## config.mk

```make
export PLATFORM = sky130hd
export DESIGN_NAME = muldiv_sequencer
export DESIGN_NICKNAME = d
export VERILOG_FILES = /design/src/rtl/muldiv_sequencer.sv
export SDC_FILE = /design/constraint.sdc
export NUM_CORES = 1
export LEC_CHECK = 0
export BUFFER_PORTS_ARGS = -buffer_cell sky130_fd_sc_hd__buf_2
export CORE_MARGIN = 2
export CORE_UTILIZATION = 32
export CTS_CLUSTER_DIAMETER = 30
export DETAILED_ROUTE_END_ITERATION = 6
export GPL_TIMING_DRIVEN = 0
export MAX_ROUTING_LAYER = met4
export PLACE_DENSITY = 0.46
export RECOVER_POWER = 100
export SYNTH_ARGS = -nofsm -noshare
export SYNTH_HDL_FRONTEND = slang
export SYNTH_SLANG_ARGS = --single-unit
```

## constraint.sdc

```tcl
create_clock -name clk_i -period 6.8 [get_ports clk_i]
set_input_delay 1.36 -clock clk_i [delete_from_list [all_inputs] [get_ports clk_i]]
set_output_delay 1.36 -clock clk_i [all_outputs]
set_load 0.02 [all_outputs]
```

## src/rtl/muldiv_sequencer.sv

```systemverilog
// muldiv_sequencer: iterative MULT/MULTU/DIV/DIVU engine owning the HI/LO
// register pair. One multiplier or quotient bit per cycle, then a sign-fix
// cycle that commits the result. MTHI/MTLO are serviced directly in IDLE.
//
// Handshake: an instruction is taken on a rising edge where state is IDLE and
// op_valid_i is high with a HI/LO-class opcode. While busy, a pending
// op_valid_i or mf_req_i raises stall_o and the instruction is held upstream
// until the first cycle busy_o is low, at which point it is taken.
module muldiv_sequencer #(
  parameter int WIDTH = 32
) (
  input  logic             clk_i,
  input  logic             reset_n_i,
  input  logic             op_valid_i,
  input  logic [2:0]       op_i,
  input  logic [WIDTH-1:0] rs_value_i,
  input  logic [WIDTH-1:0] rt_value_i,
  input  logic             mf_req_i,
  output logic [WIDTH-1:0] hi_o,
  output logic [WIDTH-1:0] lo_o,
  output logic             busy_o,
  output logic             stall_o,
  output logic             done_o,
  output logic [1:0]       state_o
);

  localparam int CW = (WIDTH > 1) ? $clog2(WIDTH) : 1;

  typedef enum logic [1:0] {
    S_IDLE = 2'd0,
    S_CALC = 2'd1,
    S_FIX  = 2'd2
  } state_e;

  state_e               state_q;
  logic [CW-1:0]        cnt_q;
  logic [2*WIDTH-1:0]   acc_q;
  logic [WIDTH-1:0]     opa_q;     // multiplier (mul) or dividend (div), shifted out
  logic [WIDTH-1:0]     opb_q;     // multiplicand (mul) or divisor (div)
  logic [WIDTH-1:0]     rs_raw_q;  // raw dividend, returned in HI on divide by zero
  logic                 is_div_q;
  logic                 neg_q;     // sign(rs) ^ sign(rt) for signed ops
  logic                 rs_neg_q;  // remainder sign for DIV
  logic                 div_zero_q;
  logic [WIDTH-1:0]     hi_q;
  logic [WIDTH-1:0]     lo_q;
  logic                 done_q;

  // Opcode decode and operand magnitudes at issue.
  logic             is_muldiv, is_hilo, is_signed_op, is_div_op;
  logic             rs_neg, rt_neg;
  logic [WIDTH-1:0] rs_mag, rt_mag;
  // Per-iteration step results and sign-fixed commit values.
  logic [WIDTH:0]     mul_sum;
  logic [2*WIDTH-1:0] mul_acc_d;
  logic [WIDTH:0]     div_rem_sh;
  logic [WIDTH-1:0]   div_diff;
  logic               div_ge;
  logic [2*WIDTH-1:0] div_acc_d;
  logic [2*WIDTH-1:0] prod_fix;
  logic [WIDTH-1:0]   quo_fix, rem_fix;
  logic [WIDTH-1:0]   hi_d, lo_d;

  // Decode, iteration datapath and final sign correction.
  always_comb begin
    is_muldiv    = (op_i >= 3'd1) && (op_i <= 3'd4);
    is_hilo      = (op_i >= 3'd1) && (op_i <= 3'd6);
    is_signed_op = (op_i == 3'd1) || (op_i == 3'd3);
    is_div_op    = (op_i == 3'd3) || (op_i == 3'd4);
    rs_neg       = is_signed_op & rs_value_i[WIDTH-1];
    rt_neg       = is_signed_op & rt_value_i[WIDTH-1];
    rs_mag       = rs_neg ? -rs_value_i : rs_value_i;
    rt_mag       = rt_neg ? -rt_value_i : rt_value_i;

    // Shift-add: add multiplicand into the upper half, shift right one bit.
    mul_sum   = {1'b0, acc_q[2*WIDTH-1:WIDTH]} + (opa_q[0] ? {1'b0, opb_q} : '0);
    mul_acc_d = {mul_sum, acc_q[WIDTH-1:1]};

    // Restoring divide: remainder in the upper half, quotient bits shift in
    // at the bottom. Since remainder < divisor, the difference fits WIDTH bits.
    div_rem_sh = {acc_q[2*WIDTH-1:WIDTH], opa_q[WIDTH-1]};
    div_ge     = (div_rem_sh >= {1'b0, opb_q});
    div_diff   = div_rem_sh[WIDTH-1:0] - opb_q;
    div_acc_d  = {(div_ge ? div_diff : div_rem_sh[WIDTH-1:0]), acc_q[WIDTH-2:0], div_ge};

    prod_fix = neg_q ? -acc_q : acc_q;
    quo_fix  = neg_q ? -acc_q[WIDTH-1:0] : acc_q[WIDTH-1:0];
    rem_fix  = rs_neg_q ? -acc_q[2*WIDTH-1:WIDTH] : acc_q[2*WIDTH-1:WIDTH];

    if (!is_div_q) begin
      hi_d = prod_fix[2*WIDTH-1:WIDTH];
      lo_d = prod_fix[WIDTH-1:0];
    end else if (div_zero_q) begin
      hi_d = rs_raw_q;
      lo_d = '1;
    end else begin
      hi_d = rem_fix;
      lo_d = quo_fix;
    end
  end

  // Sequencer FSM with all architectural and working state.
  always_ff @(posedge clk_i) begin
    if (!reset_n_i) begin
      state_q    <= S_IDLE;
      cnt_q      <= '0;
      acc_q      <= '0;
      opa_q      <= '0;
      opb_q      <= '0;
      rs_raw_q   <= '0;
      is_div_q   <= 1'b0;
      neg_q      <= 1'b0;
      rs_neg_q   <= 1'b0;
      div_zero_q <= 1'b0;
      hi_q       <= '0;
      lo_q       <= '0;
      done_q     <= 1'b0;
    end else begin
      done_q <= 1'b0;
      case (state_q)
        S_IDLE: begin
          if (op_valid_i && is_muldiv) begin
            opa_q      <= is_div_op ? rs_mag : rt_mag;
            opb_q      <= is_div_op ? rt_mag : rs_mag;
            rs_raw_q   <= rs_value_i;
            is_div_q   <= is_div_op;
            neg_q      <= rs_neg ^ rt_neg;
            rs_neg_q   <= rs_neg;
            div_zero_q <= is_div_op && (rt_value_i == '0);
            acc_q      <= '0;
            cnt_q      <= CW'(WIDTH - 1);
            state_q    <= S_CALC;
          end else if (op_valid_i && (op_i == 3'd5)) begin
            hi_q <= rs_value_i;
          end else if (op_valid_i && (op_i == 3'd6)) begin
            lo_q <= rs_value_i;
          end
        end
        S_CALC: begin
          acc_q <= is_div_q ? div_acc_d : mul_acc_d;
          opa_q <= is_div_q ? (opa_q << 1) : (opa_q >> 1);
          if (cnt_q == '0) begin
            state_q <= S_FIX;
          end else begin
            cnt_q <= cnt_q - CW'(1);
          end
        end
        S_FIX: begin
          hi_q    <= hi_d;
          lo_q    <= lo_d;
          done_q  <= 1'b1;
          state_q <= S_IDLE;
        end
        default: state_q <= S_IDLE;
      endcase
    end
  end

  assign busy_o  = (state_q != S_IDLE);
  assign stall_o = busy_o & ((op_valid_i & is_hilo) | mf_req_i);
  assign hi_o    = hi_q;
  assign lo_o    = lo_q;
  assign done_o  = done_q;
  assign state_o = state_q;

endmodule

```

After elaboration in Yosys (flattened, before gate mapping). Index checks and enable logic that the tools add are counted.

Register bits: 236. Output and inout port bits: 69. Logic and storage cells: 98. Bits of input ports: 71.

Bitwise logic cells: 6. $add $sub $neg: 8. Mux-type cells: 33. Reductions and logical operators: 20. Equality and inequality tests: 14. Order comparisons: 4.

Operator list (number): $mux 32 (19); $mux 64 (3); $pmux 32 s2 (3); $neg 32->32 (4); $pmux 64 s2 (1); $neg 64->64 (1); $add 32x32->33 (1); $ge 33x32->1 (1); $logic_not 32->1 (1); $sub 32x32->32 (1); $ne 2x2->1 const B (7); $mux 5 (2); $pmux 5 s2 (1); $eq 3x3->1 const B (3); $le 3x3->1 const B (2); $logic_and 1x1->1 (6); $reduce_and 2->1 (3); $reduce_and 3->1 (2); $reduce_bool 2->1 (3); $logic_not 5->1 (1); $sub 5x1->5 const B (1); $and 1x1->1 (4); $mux 2 (2); $pmux 2 s2 (1); other kinds (11) (12).

Logic depth before layout (Yosys ltp).
Word-level depth: 7. Depth in mapped cells: 14. Mapped depth without buffers: 13.

Least setup slack after synthesis. No wires, ideal clock.

Path kind: input-to-reg. From: input rs_value_i[10]. To: register opa_q[29]. Arrival time: 3.573 ns. Data required time: 6.660 ns. Stages: 11. Slack: 3.087 ns. Library setup time: 0.140 ns. Path buffers: 2. Path through: buf_2 > or4_4 > or4_1 > buf_2 > nor3_2 > nand2_1 > o31ai_2 > xor2_1 > nor2_1 > a21oi_1 > o221ai_1.

Longest elaborated chain between the ends: 5.

Ends and longest elaborated chain: start, declared (RTL line 16) `input logic [WIDTH-1:0] rs_value_i,`; $neg 32->32 (RTL line 72) `rs_mag = rs_neg ? -rs_value_i : rs_value_i;`; $mux 32 (RTL line 72); $mux 32 (RTL line 123) `opa_q <= is_div_op ? rs_mag : rt_mag;`; $mux 32 (RTL line 122) `if (op_valid_i && is_muldiv) begin`; $pmux 32 s2 (RTL line 120) `case (state_q)`; end signal, assigned (RTL line 123); end signal, assigned (RTL line 141) `opa_q <= is_div_q ? (opa_q << 1) : (opa_q >> 1);`; end, declared (RTL line 38) `logic [WIDTH-1:0] opa_q;`.

No other way between the ends. The select of a mux whose other input is x is not followed. A chain may end at the register's enable or synchronous reset.

Worst setup path in the final report.
From: register opb_q[18]. To: register acc_q[0].

Longest elaborated chain between the ends: 3.

Ends and longest elaborated chain: start, declared (RTL line 39) `logic [WIDTH-1:0] opb_q;`; start signal, assigned (RTL line 124) `opb_q <= is_div_op ? rt_mag : rs_mag;`; $ge 33x32->1 (RTL line 82) `div_ge = (div_rem_sh >= {1'b0, opb_q});`; $mux 64 (RTL line 140) `acc_q <= is_div_q ? div_acc_d : mul_acc_d;`; $pmux 64 s2 (RTL line 120); end signal, assigned (RTL line 140); end, declared (RTL line 37) `logic [2*WIDTH-1:0] acc_q;`.

No other way between the ends.

==> results.json <==
{
  "cts_resized": 0,
  "fmax_mhz": 222.1,
  "synth_compound_area_frac": 0.2801,
  "hold_viol": 0,
  "drt-initial-drc-count": 2137,
  "fin_crit_ps": 4503,
  "grt_pass1_vias": 19045,
  "synthFlopType": "dfxtp_1",
  "synthSimpleGateAreaFrac": 0.2023,
  "rsz0062_at_grt": "no",
  "syn_to_final_growth_pct": 22.37,
  "start_util": 0.3235,
  "fillCellCount": 6052,
  "arrival_ps": 4950,
  "use_met1": 0.4003,
  "final_nets": 2807,
  "rows": 87,
  "p_per_area_mw_per_mm2": 281.2,
  "synth-edff-count": 0,
  "ctsLongestPathBuffers": 3,
  "drt-pass1-iter-count": 5,
  "maxCapViolations": 0,
  "synth_top_family_by_area": "compound AO/OA/AOI/OAI gates",
  "cp-start-kind": "flip-flop",
  "clock_skew_ps": 18.85,
  "cts_made_buffers": 73,
  "met2_usage": 0.4515,
  "crit_path_end_kind": "flip-flop",
  "htree_levels": 3,
  "power_w": 0.006264,
  "fp.dieH_um": 242.5,
  "die_area_mm2": 0.05881,
  "setup_viol": 0,
  "drt-vias-per-instance": 5.795,
  "yosysSeqAreaShare": 0.2595,
  "tns_ps": 0,
  "slew_headroom": 0.06895,
  "cts_sinks": 236,
  "hpwl_um": 69150,
  "layoutNonFillerInstCount": 3478,
  "synth.area.mux_share": 0.04997,
  "ios": 140,
  "outcome": "complete, no violations",
  "synth_fa_ha_area_frac": 0.05031,
  "num_vias": 20154,
  "cts_tree": "built",
  "syn_avg_cell_area_um2": 7.400,
  "busiest_layer": "met2",
  "syn_area_mm2": 0.01820,
  "netlist_instances": 2460,
  "grt_pass1_wl_um": 128100,
  "grt_use_total": 0.3017,
  "synth-seq-cells": 236,
  "clock_latency_ps": 610,
  "path_clk_slew_ps": 40,
  "cp_max_fo": 10,
  "grt_antenna_before_repair": 2,
  "yosysWarnings": 0,
  "drc_errors": 0,
  "cts_hold_buf": 0,
  "wire_per_inst_um": 25.73,
  "dp_cells": 3344,
  "grt.overflow.total": 0,
  "postRouteAntennaNets": 0,
  "synth_xor_area_frac": 0.09911,
  "finalWirelength_um": 89490,
  "final.period_utilization": 0.6622,
  "synth-async-reset-ratio": 0,
  "holdCritPathClass": "reg -> reg",
  "met3_usage": 0.06193,
  "synth_cell_types": 82,
  "globalplace.congestion": 0.9976,
  "die_w_um": 242.5,
  "core_mm2": 0.05628,
  "cts_root_buffer": "clkbuf_16",
  "crit_type": "reg -> reg",
  "drive_above_1_share": 0.08159,
  "cts_setup_buffers": 0,
  "synth_fp_nets": 2603,
  "io_buffers": 128,
  "leakage_nw": 8.465,
  "ir_worst_vdd_uv": 206.3,
  "drv_slew": 0,
  "worstMarginPinSlew_ps": 1391,
  "cp.required_ps": 7250,
  "grt_max_degree": 12,
  "worst-r2r-setup-slack_ps": 2300
}
-- layout make-up --
type                       instances  area [µm²]  share of cell area
clock inverter                    35       553.0             0.02482
inverter                          73       274.0             0.01230
multi-input combinational       1944       12380              0.5559
sequential                       236        4725              0.2121
buffer                           207       792.0             0.03555
tap                              756       945.9             0.04246
clock buffer                      97        2047             0.09188
timing repair buffer             129       555.5             0.02494
antenna                            1       2.502           0.0001123
-- critical path: stages, from the launching register on --
cell and delay (ps):
dfxtp_1 470, inv_1 90, ha_1 280, clkbuf_1 230, a211oi_1 310, o21ai_0 150, a311oi_1 590, o31ai_1 200
a311oi_1 360, clkbuf_1 540, clkbuf_1 700, nand2_1 180, o211ai_1 140, a21oi_1 100
-- cells in the final DEF (no fill, tap or decap), drive strengths merged, types with 70 or more instances in the layout --
master,count
a21oi,231
dfxtp,236
nand2,330
xnor2,135
mux2i,83
o21ai,147
xor2,71
inv,76
buf,80
nor2,206
ha,70
clkbuf,353
-- metal layers --
metal	part of all wire	vias to the layer above
li1	-	9309
met1	0.45	9779
met2	0.44	854
met3	0.081	212
met4	0.038	0
met5	0	-
-- flip-flops by register name, indices dropped and copies added, names as in the netlist --
register and cells:
acc_q 64, cnt_q 5, div_zero_q 1, done_o 1, hi_o 32, is_div_q 1, lo_o 32, neg_q 1
opa_q 32, opb_q 32, rs_neg_q 1, rs_raw_q 32, state_o 2
-- synthesized netlist by cell type, drive strengths merged, types with 47 or more instances --
master,number,area share
a211oi,53,0.022
a21oi,231,0.064
a31oi,47,0.016
clkbuf,179,0.037
dfxtp,236,0.26
ha,70,0.048
inv,73,0.015
mux2i,83,0.046
nand2,330,0.068
nor2,206,0.042
o211ai,59,0.025
o21ai,147,0.041
xnor2,135,0.065
xor2,71,0.034
-- where the power goes --
group          total, W  internal, W  switching, W
logic           0.00115     0.000339      0.000806
clock network   0.00358      0.00252       0.00105
registers       0.00154      0.00147     0.0000744
-- worst paths after layout --
| path | startpoint | end | depth (start not counted) |
|---|---|---|---|
| worst min-delay path | hi_o[25] | hi_o[25] | 2 |
| worst min register to register | hi_o[25] | hi_o[25] | 2 |
| worst max register to register | opb_q[18] | acc_q[0] | 13 |
| worst max-delay path | opb_q[18] | acc_q[0] | 13 |
-- metrics by stage --
stage               cell area (µm²)  utilization  hold WS [ps]  worst slack [ps]
detailed placement            19790       0.3517         446.1              2034
CTS                           22390       0.3979         454.0              2209
global placement              19790       0.3517         442.4              1920
global route                  22280       0.3959         469.3              2155
floorplan                     18210            -         432.8              3087
finish                        22280       0.3959         454.9              2297
-- cell families after synthesis --
| family | count (synthesis) |
|---|---|
| flip-flops | 236 |
| AND/OR/NAND/NOR | 795 |
| AO/OA/AOI/OAI | 781 |
| adder cells (fa/ha/maj) | 72 |
| multiplexers | 90 |
| XOR/XNOR | 206 |
| buffers and inverters | 280 |
No activity file was read; power rests on OpenSTA's default activity.
